--- src/rtl/uart_arb_pkg.sv ---
// Shared types and default constants for the UART transmit arbiter.
package uart_arb_pkg;

  localparam int C_NB_REQ     = 2;
  localparam int C_DATA_WIDTH = 8;
  localparam int C_MAX_BURST  = 4;

  // Width of the burst counter; large enough for the biggest allowed burst (255).
  localparam int C_BURST_CW   = 8;

  typedef enum logic [1:0] {
    IDLE      = 2'd0,
    SEND      = 2'd1,
    WAIT_DONE = 2'd2
  } arb_state_e;

  // Index width for a requester count; keeps a 1-bit index when there is a single requester.
  function automatic int id_width(input int n);
    return (n > 1) ? $clog2(n) : 1;
  endfunction

endpackage

--- src/rtl/rr_priority_picker.sv ---
// Round-robin picker: first valid requester searching upward from rr_ptr+1, wrapping.
module rr_priority_picker
  import uart_arb_pkg::*;
#(
  parameter  int G_NB_REQ = C_NB_REQ,
  localparam int IDW      = id_width(G_NB_REQ)
) (
  input  logic [G_NB_REQ-1:0] valid_i,
  input  logic [IDW-1:0]      rr_ptr_i,
  output logic [IDW-1:0]      grant_o,
  output logic                any_valid_o
);

  logic [IDW-1:0] cand;

  // Scan the G_NB_REQ positions after the pointer; the pointer itself is checked last.
  always_comb begin
    grant_o     = rr_ptr_i;
    any_valid_o = 1'b0;
    cand        = '0;
    for (int i = 1; i <= G_NB_REQ; i++) begin
      cand = IDW'((int'(rr_ptr_i) + i) % G_NB_REQ);
      if (!any_valid_o && valid_i[cand]) begin
        grant_o     = cand;
        any_valid_o = 1'b1;
      end
    end
  end

endmodule

--- src/rtl/uart_tx_arbiter.sv ---
// Arbitrates byte requesters onto one UART serializer with round-robin grants
// and a per-grant burst cap.
//
// Requester handshake: a byte moves when i_req_valid[k] and o_req_ready[k] are
// both high in the same cycle. Ready is only ever raised for the granted
// requester, is combinational from its valid and i_tx_busy, and a requester must
// hold valid/data/last stable until it sees ready.
module uart_tx_arbiter
  import uart_arb_pkg::*;
#(
  parameter  int G_NB_REQ     = C_NB_REQ,
  parameter  int G_DATA_WIDTH = C_DATA_WIDTH,
  parameter  int G_MAX_BURST  = C_MAX_BURST,
  localparam int IDW          = id_width(G_NB_REQ)
) (
  input  logic                             clk,
  input  logic                             rst,
  input  logic [G_NB_REQ-1:0]              i_req_valid,
  input  logic [G_NB_REQ*G_DATA_WIDTH-1:0] i_req_data,
  input  logic [G_NB_REQ-1:0]              i_req_last,
  output logic [G_NB_REQ-1:0]              o_req_ready,
  output logic                             o_tx_start,
  output logic [G_DATA_WIDTH-1:0]          o_tx_data,
  input  logic                             i_tx_busy,
  input  logic                             i_tx_done,
  output logic [IDW-1:0]                   o_grant_id,
  output logic                             o_busy,
  output logic                             o_err_done,
  output logic [1:0]                       o_dbg_state
);

  arb_state_e              state_q, state_d;
  logic [IDW-1:0]          rr_ptr_q, rr_ptr_d;
  logic [IDW-1:0]          grant_q, grant_d;
  logic [C_BURST_CW-1:0]   burst_cnt_q, burst_cnt_d;
  logic [G_DATA_WIDTH-1:0] data_q, data_d;
  logic                    last_q, last_d;
  logic                    start_q, start_d;
  logic                    err_q, err_d;

  logic [IDW-1:0]          pick_grant;
  logic                    pick_any;
  logic                    g_valid;
  logic                    g_last;
  logic [G_DATA_WIDTH-1:0] g_data;

  rr_priority_picker #(
    .G_NB_REQ(G_NB_REQ)
  ) u_picker (
    .valid_i    (i_req_valid),
    .rr_ptr_i   (rr_ptr_q),
    .grant_o    (pick_grant),
    .any_valid_o(pick_any)
  );

  // Select only the granted requester's inputs so the others cannot affect anything.
  always_comb begin
    g_valid = 1'b0;
    g_last  = 1'b0;
    g_data  = '0;
    for (int k = 0; k < G_NB_REQ; k++) begin
      if (grant_q == IDW'(k)) begin
        g_valid = i_req_valid[k];
        g_last  = i_req_last[k];
        g_data  = i_req_data[k*G_DATA_WIDTH +: G_DATA_WIDTH];
      end
    end
  end

  // Next-state and handshake logic.
  always_comb begin
    state_d     = state_q;
    rr_ptr_d    = rr_ptr_q;
    grant_d     = grant_q;
    burst_cnt_d = burst_cnt_q;
    data_d      = data_q;
    last_d      = last_q;
    start_d     = 1'b0;
    err_d       = err_q;
    o_req_ready = '0;
    case (state_q)
      IDLE: begin
        if (i_tx_done) err_d = 1'b1;
        if (pick_any) begin
          grant_d = pick_grant;
          state_d = SEND;
        end
      end
      SEND: begin
        if (i_tx_done) err_d = 1'b1;
        if (!g_valid) begin
          // Requester went quiet mid-burst: release the grant.
          state_d     = IDLE;
          rr_ptr_d    = grant_q;
          burst_cnt_d = '0;
        end else if (!i_tx_busy) begin
          o_req_ready = G_NB_REQ'(1) << grant_q;
          data_d      = g_data;
          last_d      = g_last;
          burst_cnt_d = burst_cnt_q + C_BURST_CW'(1);
          start_d     = 1'b1;
          state_d     = WAIT_DONE;
        end
      end
      WAIT_DONE: begin
        // A done in the start cycle belongs to an earlier byte and is dropped.
        if (i_tx_done && !start_q) begin
          if (last_q || (burst_cnt_q == C_BURST_CW'(G_MAX_BURST))) begin
            state_d     = IDLE;
            rr_ptr_d    = grant_q;
            burst_cnt_d = '0;
          end else begin
            state_d = SEND;
          end
        end
      end
      default: state_d = IDLE;
    endcase
  end

  // State registers with synchronous reset; rr_ptr starts at the top so requester 0 wins first.
  always_ff @(posedge clk) begin
    if (rst) begin
      state_q     <= IDLE;
      rr_ptr_q    <= IDW'(G_NB_REQ - 1);
      grant_q     <= '0;
      burst_cnt_q <= '0;
      data_q      <= '0;
      last_q      <= 1'b0;
      start_q     <= 1'b0;
      err_q       <= 1'b0;
    end else begin
      state_q     <= state_d;
      rr_ptr_q    <= rr_ptr_d;
      grant_q     <= grant_d;
      burst_cnt_q <= burst_cnt_d;
      data_q      <= data_d;
      last_q      <= last_d;
      start_q     <= start_d;
      err_q       <= err_d;
    end
  end

  assign o_tx_start  = start_q;
  assign o_tx_data   = data_q;
  assign o_grant_id  = grant_q;
  assign o_busy      = (state_q != IDLE);
  assign o_err_done  = err_q;
  assign o_dbg_state = state_q;

endmodule

--- config.mk ---
export PLATFORM = sky130hd
export DESIGN_NAME = uart_tx_arbiter
export DESIGN_NICKNAME = d
export VERILOG_FILES = /design/src/rtl/uart_arb_pkg.sv /design/src/rtl/rr_priority_picker.sv /design/src/rtl/uart_tx_arbiter.sv
export SDC_FILE = /design/constraint.sdc
export NUM_CORES = 1
export LEC_CHECK = 0
export CELL_PAD_IN_SITES_DETAIL_PLACEMENT = 0
export CELL_PAD_IN_SITES_GLOBAL_PLACEMENT = 2
export CORE_ASPECT_RATIO = 1.5
export CORE_MARGIN = 5
export CORE_UTILIZATION = 28
export DETAILED_ROUTE_END_ITERATION = 10
export PLACE_DENSITY = 0.81
export SLEW_MARGIN = 5
export SYNTH_ARGS = -nofsm -noshare
export SYNTH_HDL_FRONTEND = slang
export SYNTH_SLANG_ARGS = --single-unit
--- constraint.sdc ---
create_clock -name clk -period 3.93 [get_ports clk]
set_input_delay 0.786 -clock clk [delete_from_list [all_inputs] [get_ports clk]]
set_output_delay 0.786 -clock clk [all_outputs]
set_load 0.02 [all_outputs]
==> reports/qor.yml, run 1 <==
hold_class: "reg -> reg"
yosys_warnings: 0
dp.cells: 220
place_congestion: 0.791
portBuffers: 39
tns_ns: 0
layout-drive-gt1-share_pct: 8.99
syn_inst: 139
use_met2_pct: 19.5
status: "completed"
ant_nets: 0
setup_viol: 0
io_pins: 40
seq_area_frac_synth_pct: 37.3
path_cells: "clkdlybuf4s50_1, or3b_4, nor3b_1, clkdlybuf4s50_1"
dpl.hpwl_um: 2480
most-common-layout-cells: "clkdlybuf4s50_1, dfxtp_1, nor2_1"
post-route-period-util_pct: 84.3
synthTopCellsByArea: "dfxtp_1, mux2i_1, a211oi_1"
cts_buffers: 3
clk_pin_slew_ns: 0.09
synth-edff-count: 0
slowest_delay_ns: 0.64
synthFlopType: "dfxtp_1"
die_area_sq_mm: 0.00586
core_sq_mm: 0.00425
grt-ovfl-total: 0
cts_resized: 0
worstPathArrival_ns: 2.53
final_common_cell: "clkdlybuf4s50_1"
drv_cap: 0
cts_root_buf: "clkbuf_8"
drv_slew: 0
dpl-instance-area_sq_mm: 0.00165
ir_drop_mv: 0.185
drc: 0
grt_pass1_wl_um: 5530
clock.fmax_ghz: 0.302
start_util_pct: 29.1
post-route-min-period_ns: 3.31
syn_nets: 165
post_cts_buffers: 0
finalNonFillerCells: 224
fin_area_sq_mm: 0.00170
crit_top_cell: "clkdlybuf4s50_1"
worst_pin_slew_ns: 0.718
tritoncts: "yes"
syn_area_sq_mm: 0.00123
p_per_area_mw_per_mm2: 309
wl_um: 3170
antenna_found_initial: 0
finalClockSkew_ns: 0.00294
grt_busiest_layer: "met2"
synth_seq_cells: 23
slew_headroom_pct: 52.1
synthDistinctLibCells: 41
drt_iter0_markers: 70
nets: 205
slowest_stage: "clkdlybuf4s50_1"
n_antenna_cell: 0
area_growth_syn_to_layout_pct: 37.6
insertion_delay_ns: 0.27
grt_use_total_pct: 11.3
netlist.area_leader.share_pct: 37.3
vias: 1121
grt_max_degree: 20
avgViaCountPerCell: 5.00
first_pass_iters: 4
hold_viol: 0
grt_use_met3_pct: 4.44
p_leak_nw: 0.575
crit_path_start_kind: "input port"
hold_buffers: 0
worst_ep_required_time_ns: 3.14
rsz0062_at_grt: "false"
wl_per_cell_um: 14.1
met1_usage_pct: 13.0
die_x_um: 64.2
yosysTopAreaCell: "dfxtp_1"
cp-end-kind: "output pin"
worst-path-max-fanout: 3
htreeDepth: 1
clockBufferDepth: 2
die_h_um: 91.3
cts_sinks: 23
synth.avg_cell_area_sq_um: 8.88
ys_async_sr_fraction_pct: 0
path_class: "in -> out"
fp-row-count: 29
grt_pass1_vias: 1224
where the power goes:
part | internal [mW] | switching, mW
combinational | 0.0618 | 0.0553
sequential | 0.243 | 0.0128
clock | 0.0709 | 0.0799
flip-flops by register name, summed over array words and instances, names as in the netlist:
signal	flops
last_q	1
o_dbg_state	2
rr_ptr_q	1
o_tx_data	8
o_tx_start	1
o_grant_id	1
o_err_done	1
burst_cnt_q	8
metrics by stage:
| step | hold WS (ns) | setup WS (ns) | util, % | power (mW) |
|---|---|---|---|---|
| 2_1_floorplan | 0.478 | 1.39 | - | 0.326 |
| 3_3_place_gp | 0.455 | 0.627 | 38.9 | 0.379 |
| 3_5_place_dp | 0.466 | 0.627 | 38.9 | 0.380 |
| 4_1_cts | 0.486 | 0.609 | 40.0 | 0.530 |
| 5_1_grt | 0.534 | 0.549 | 40.0 | 0.549 |
| 6_report | 0.478 | 0.618 | 40.0 | 0.524 |
cell type report:
type	count	area [sq um]
timing repair buffer	41	405
multi-input combinational	99	687
tap	46	57.6
clock buffer	3	41.3
fill	434	2550
sequential	23	460
inverter	11	41.3
clock inverter	1	5.00
cell usage after synthesis (all sizes together), types with 2 or more instances:
master / instances
a211oi: 10
nor2: 22
a21oi: 3
inv: 11
dfxtp: 23
o21ai: 5
a31oi: 2
nand3: 5
o211ai: 5
ha: 2
buf: 4
mux2i: 12
nor3: 5
clkbuf: 2
nand2: 9
worst max-delay path: cells and delay by family:
kind | cells | cell delay, ns
and+or+nand+nor | 2 | 0.65
buffers and inverters | 2 | 1.10
worst paths after layout:
check,start,end,slack (ns),cells past startpoint
min,o_err_done,o_err_done,0.48,2
max,i_tx_busy,o_req_ready[0],0.62,4
min reg2reg,o_err_done,o_err_done,0.48,2
max reg2reg,o_grant_id,burst_cnt_q[1],1.66,5
kinds of logic (layout without fill, tap and decap cells):
kind of cell             Yosys count  in the layout  synth area share (%)
AND/OR/NAND/NOR                   54             54                  25.0
AO/OA/AOI/OAI                     31             31                  19.0
flip-flops                        23             23                  37.3
buffers and inverters             17             56                  7.00
multiplexers                      12             12                  9.74
adder cells (fa/ha/maj)            2              2                  2.03
layer usage:
layer	up-vias	share of wire [%]
li1	577	-
met1	504	42
met2	37	49
met3	3	7.8
met4	0	0.92
met5	-	0
Note: power is estimated with default switching activity, not from simulation.
==> run 2, diff against run 1 <==
--- a/config.mk
+++ b/config.mk
@@ -9,9 +9,9 @@
 export CELL_PAD_IN_SITES_GLOBAL_PLACEMENT = 2
 export CORE_ASPECT_RATIO = 1.5
 export CORE_MARGIN = 5
-export CORE_UTILIZATION = 28
+export CORE_UTILIZATION = 23
 export DETAILED_ROUTE_END_ITERATION = 10
-export PLACE_DENSITY = 0.81
+export PLACE_DENSITY = 0.71
 export SLEW_MARGIN = 5
 export SYNTH_ARGS = -nofsm -noshare
 export SYNTH_HDL_FRONTEND = slang
==> constraint.sdc (replaced) <==
create_clock -name clk -period 2.9 [get_ports clk]
set_input_delay 0.58 -clock clk [delete_from_list [all_inputs] [get_ports clk]]
set_output_delay 0.58 -clock clk [all_outputs]
set_load 0.02 [all_outputs]
==> run 2 against run 1 <==
Worst setup slack got worse by 0.55 ns. Routed wire length up 3.8%. Critical path depth is the same. Critical path type unchanged.
==> reports/qor.yml, run 2 (synthesis results as in run 1) <==
power.total_mw: 0.720
r2r_start: "burst_cnt_q[0]"
wl_um: 3290
pwr-share-seq_pct: 47.1
tns_ns: 0
grt-ovfl-total: 0
die_x_um: 69.8
drt_iter0_markers: 27
hold_buffers: 0
area_growth_syn_to_layout_pct: 42.9
cts_sinks: 23
grt_pass1_vias: 1172
place_ws_ns: 0.0659
finalWorstSetupSlack_ns: 0.0672
post-route-min-period_ns: 2.83
hold_class: "reg -> reg"
fp-row-count: 32
cts_root_buf: "clkbuf_8"
path_class: "in -> out"
status: "completed"
post-route-period-util_pct: 97.7
drc: 0
pwr-share-comb_pct: 24.2
grt_pass1_wl_um: 5460
p_per_area_mw_per_mm2: 409
reg2regPathDepth: 6
utilization_pct: 34.1
avgViaCountPerCell: 4.53
insertion_delay_ns: 0.27
nets: 210
p_int_mw: 0.515
final_common_cell: "clkdlybuf4s50_1"
tritoncts: "yes"
worst_pin_slew_ns: 0.474
io_pins: 40
crit_top_cell: "clkdlybuf4s50_1"
cts_resized: 0
p_sw_share_pct: 28.5
portBuffers: 39
first_pass_iters: 2
setup_viol: 0
fillers: 561
drv_cap: 0
wl_per_cell_um: 13.1
dpl-instance-area_sq_mm: 0.00172
min_from: "o_err_done"
worst-path-max-fanout: 3
place_congestion: 0.783
dp.cells: 247
post_cts_buffers: 0
area.sequential_sq_um: 460
core_sq_mm: 0.00516
path_cells: "clkdlybuf4s50_1, or3b_4, nor3b_1, clkdlybuf4s50_1"
fin_area_sq_mm: 0.00176
n_antenna_cell: 0
vias: 1138
layout-drive-gt1-share_pct: 11.5
power.net_switching_mw: 0.205
grt_max_degree: 20
ant_nets: 0
die_area_sq_mm: 0.00696
slowest_stage: "clkdlybuf4s50_1"
finalClockSkew_ns: 0.00668
clock.fmax_ghz: 0.353
die_h_um: 99.7
r2r_setup_slack_ns: 1.00
hold_end: "o_err_done"
crit_path_start_kind: "input port"
dpl.hpwl_um: 2640
clk_pin_slew_ns: 0.09
clkPwrFrac_pct: 28.7
hold_viol: 0
slowest_delay_ns: 0.64
clockBufferDepth: 2
holdPathStages: 2
reg2reg_to: "rr_ptr_q"
multi_input_area_sq_um: 687
cts_buffers: 3
htreeDepth: 1
slew_headroom_pct: 68.4
whs_ns: 0.475
ir_drop_mv: 0.172
antenna_found_initial: 0
cp-end-kind: "output pin"
rsz0062_at_grt: "false"
p_leak_nw: 0.600
most-common-layout-cells: "clkdlybuf4s50_1, dfxtp_1, nor2_1"
drv_slew: 0
finalNonFillerCells: 251
worstPathArrival_ns: 2.25
grt_use_total_pct: 9.55
start_util_pct: 23.9
worst_ep_required_time_ns: 2.32
==> run 2: changes by cell type in the layout (fill, tap and decap cells not counted) <==
cell and change:
buf_4 +5
==> run 2: worst max-delay path by stage <==
stage	startpoint	to	cells after the start
3_5_place_dp	i_tx_busy	o_req_ready[0]	4
3_3_place_gp	i_tx_busy	o_req_ready[0]	4
4_1_cts	i_tx_busy	o_req_ready[0]	4
5_1_grt	i_tx_busy	o_req_ready[0]	4
2_1_floorplan	i_tx_busy	o_req_ready[0]	2
6_report	i_tx_busy	o_req_ready[0]	4
==> run 2: final cells by class <==
type	count	area share [%]
Multi-Input combinational cell	99	39.0
Sequential cell	23	26.1
Timing Repair Buffer	46	25.1
Tap cell	68	4.83
Clock buffer	3	2.34
Inverter	11	2.34
Clock inverter	1	0.284
==> run 2: power by group through the flow <==
stage | sequential (mW) | clock [mW] | combinational [mW]
after floorplan | 0.359 | 0 | 0.0819
after global placement | 0.347 | 0 | 0.175
after detailed placement | 0.347 | 0 | 0.176
after CTS | 0.340 | 0.214 | 0.177
after global routing | 0.341 | 0.231 | 0.190
final | 0.339 | 0.207 | 0.174
==> run 2: critical path, delay by kind of cell <==
| family | cells | cell delay [ns] |
|---|---|---|
| simple gates | 2 | 0.59 |
| buf+inv | 2 | 1.07 |
==> run 2: metal layers <==
metal	vias up	GRT usage [%]	wire length, um
met3	2	2.63	170
met4	0	1.77	17
met2	37	18.2	1730
met1	514	10.5	1370
met5	-	0	0
li1	585	-	-
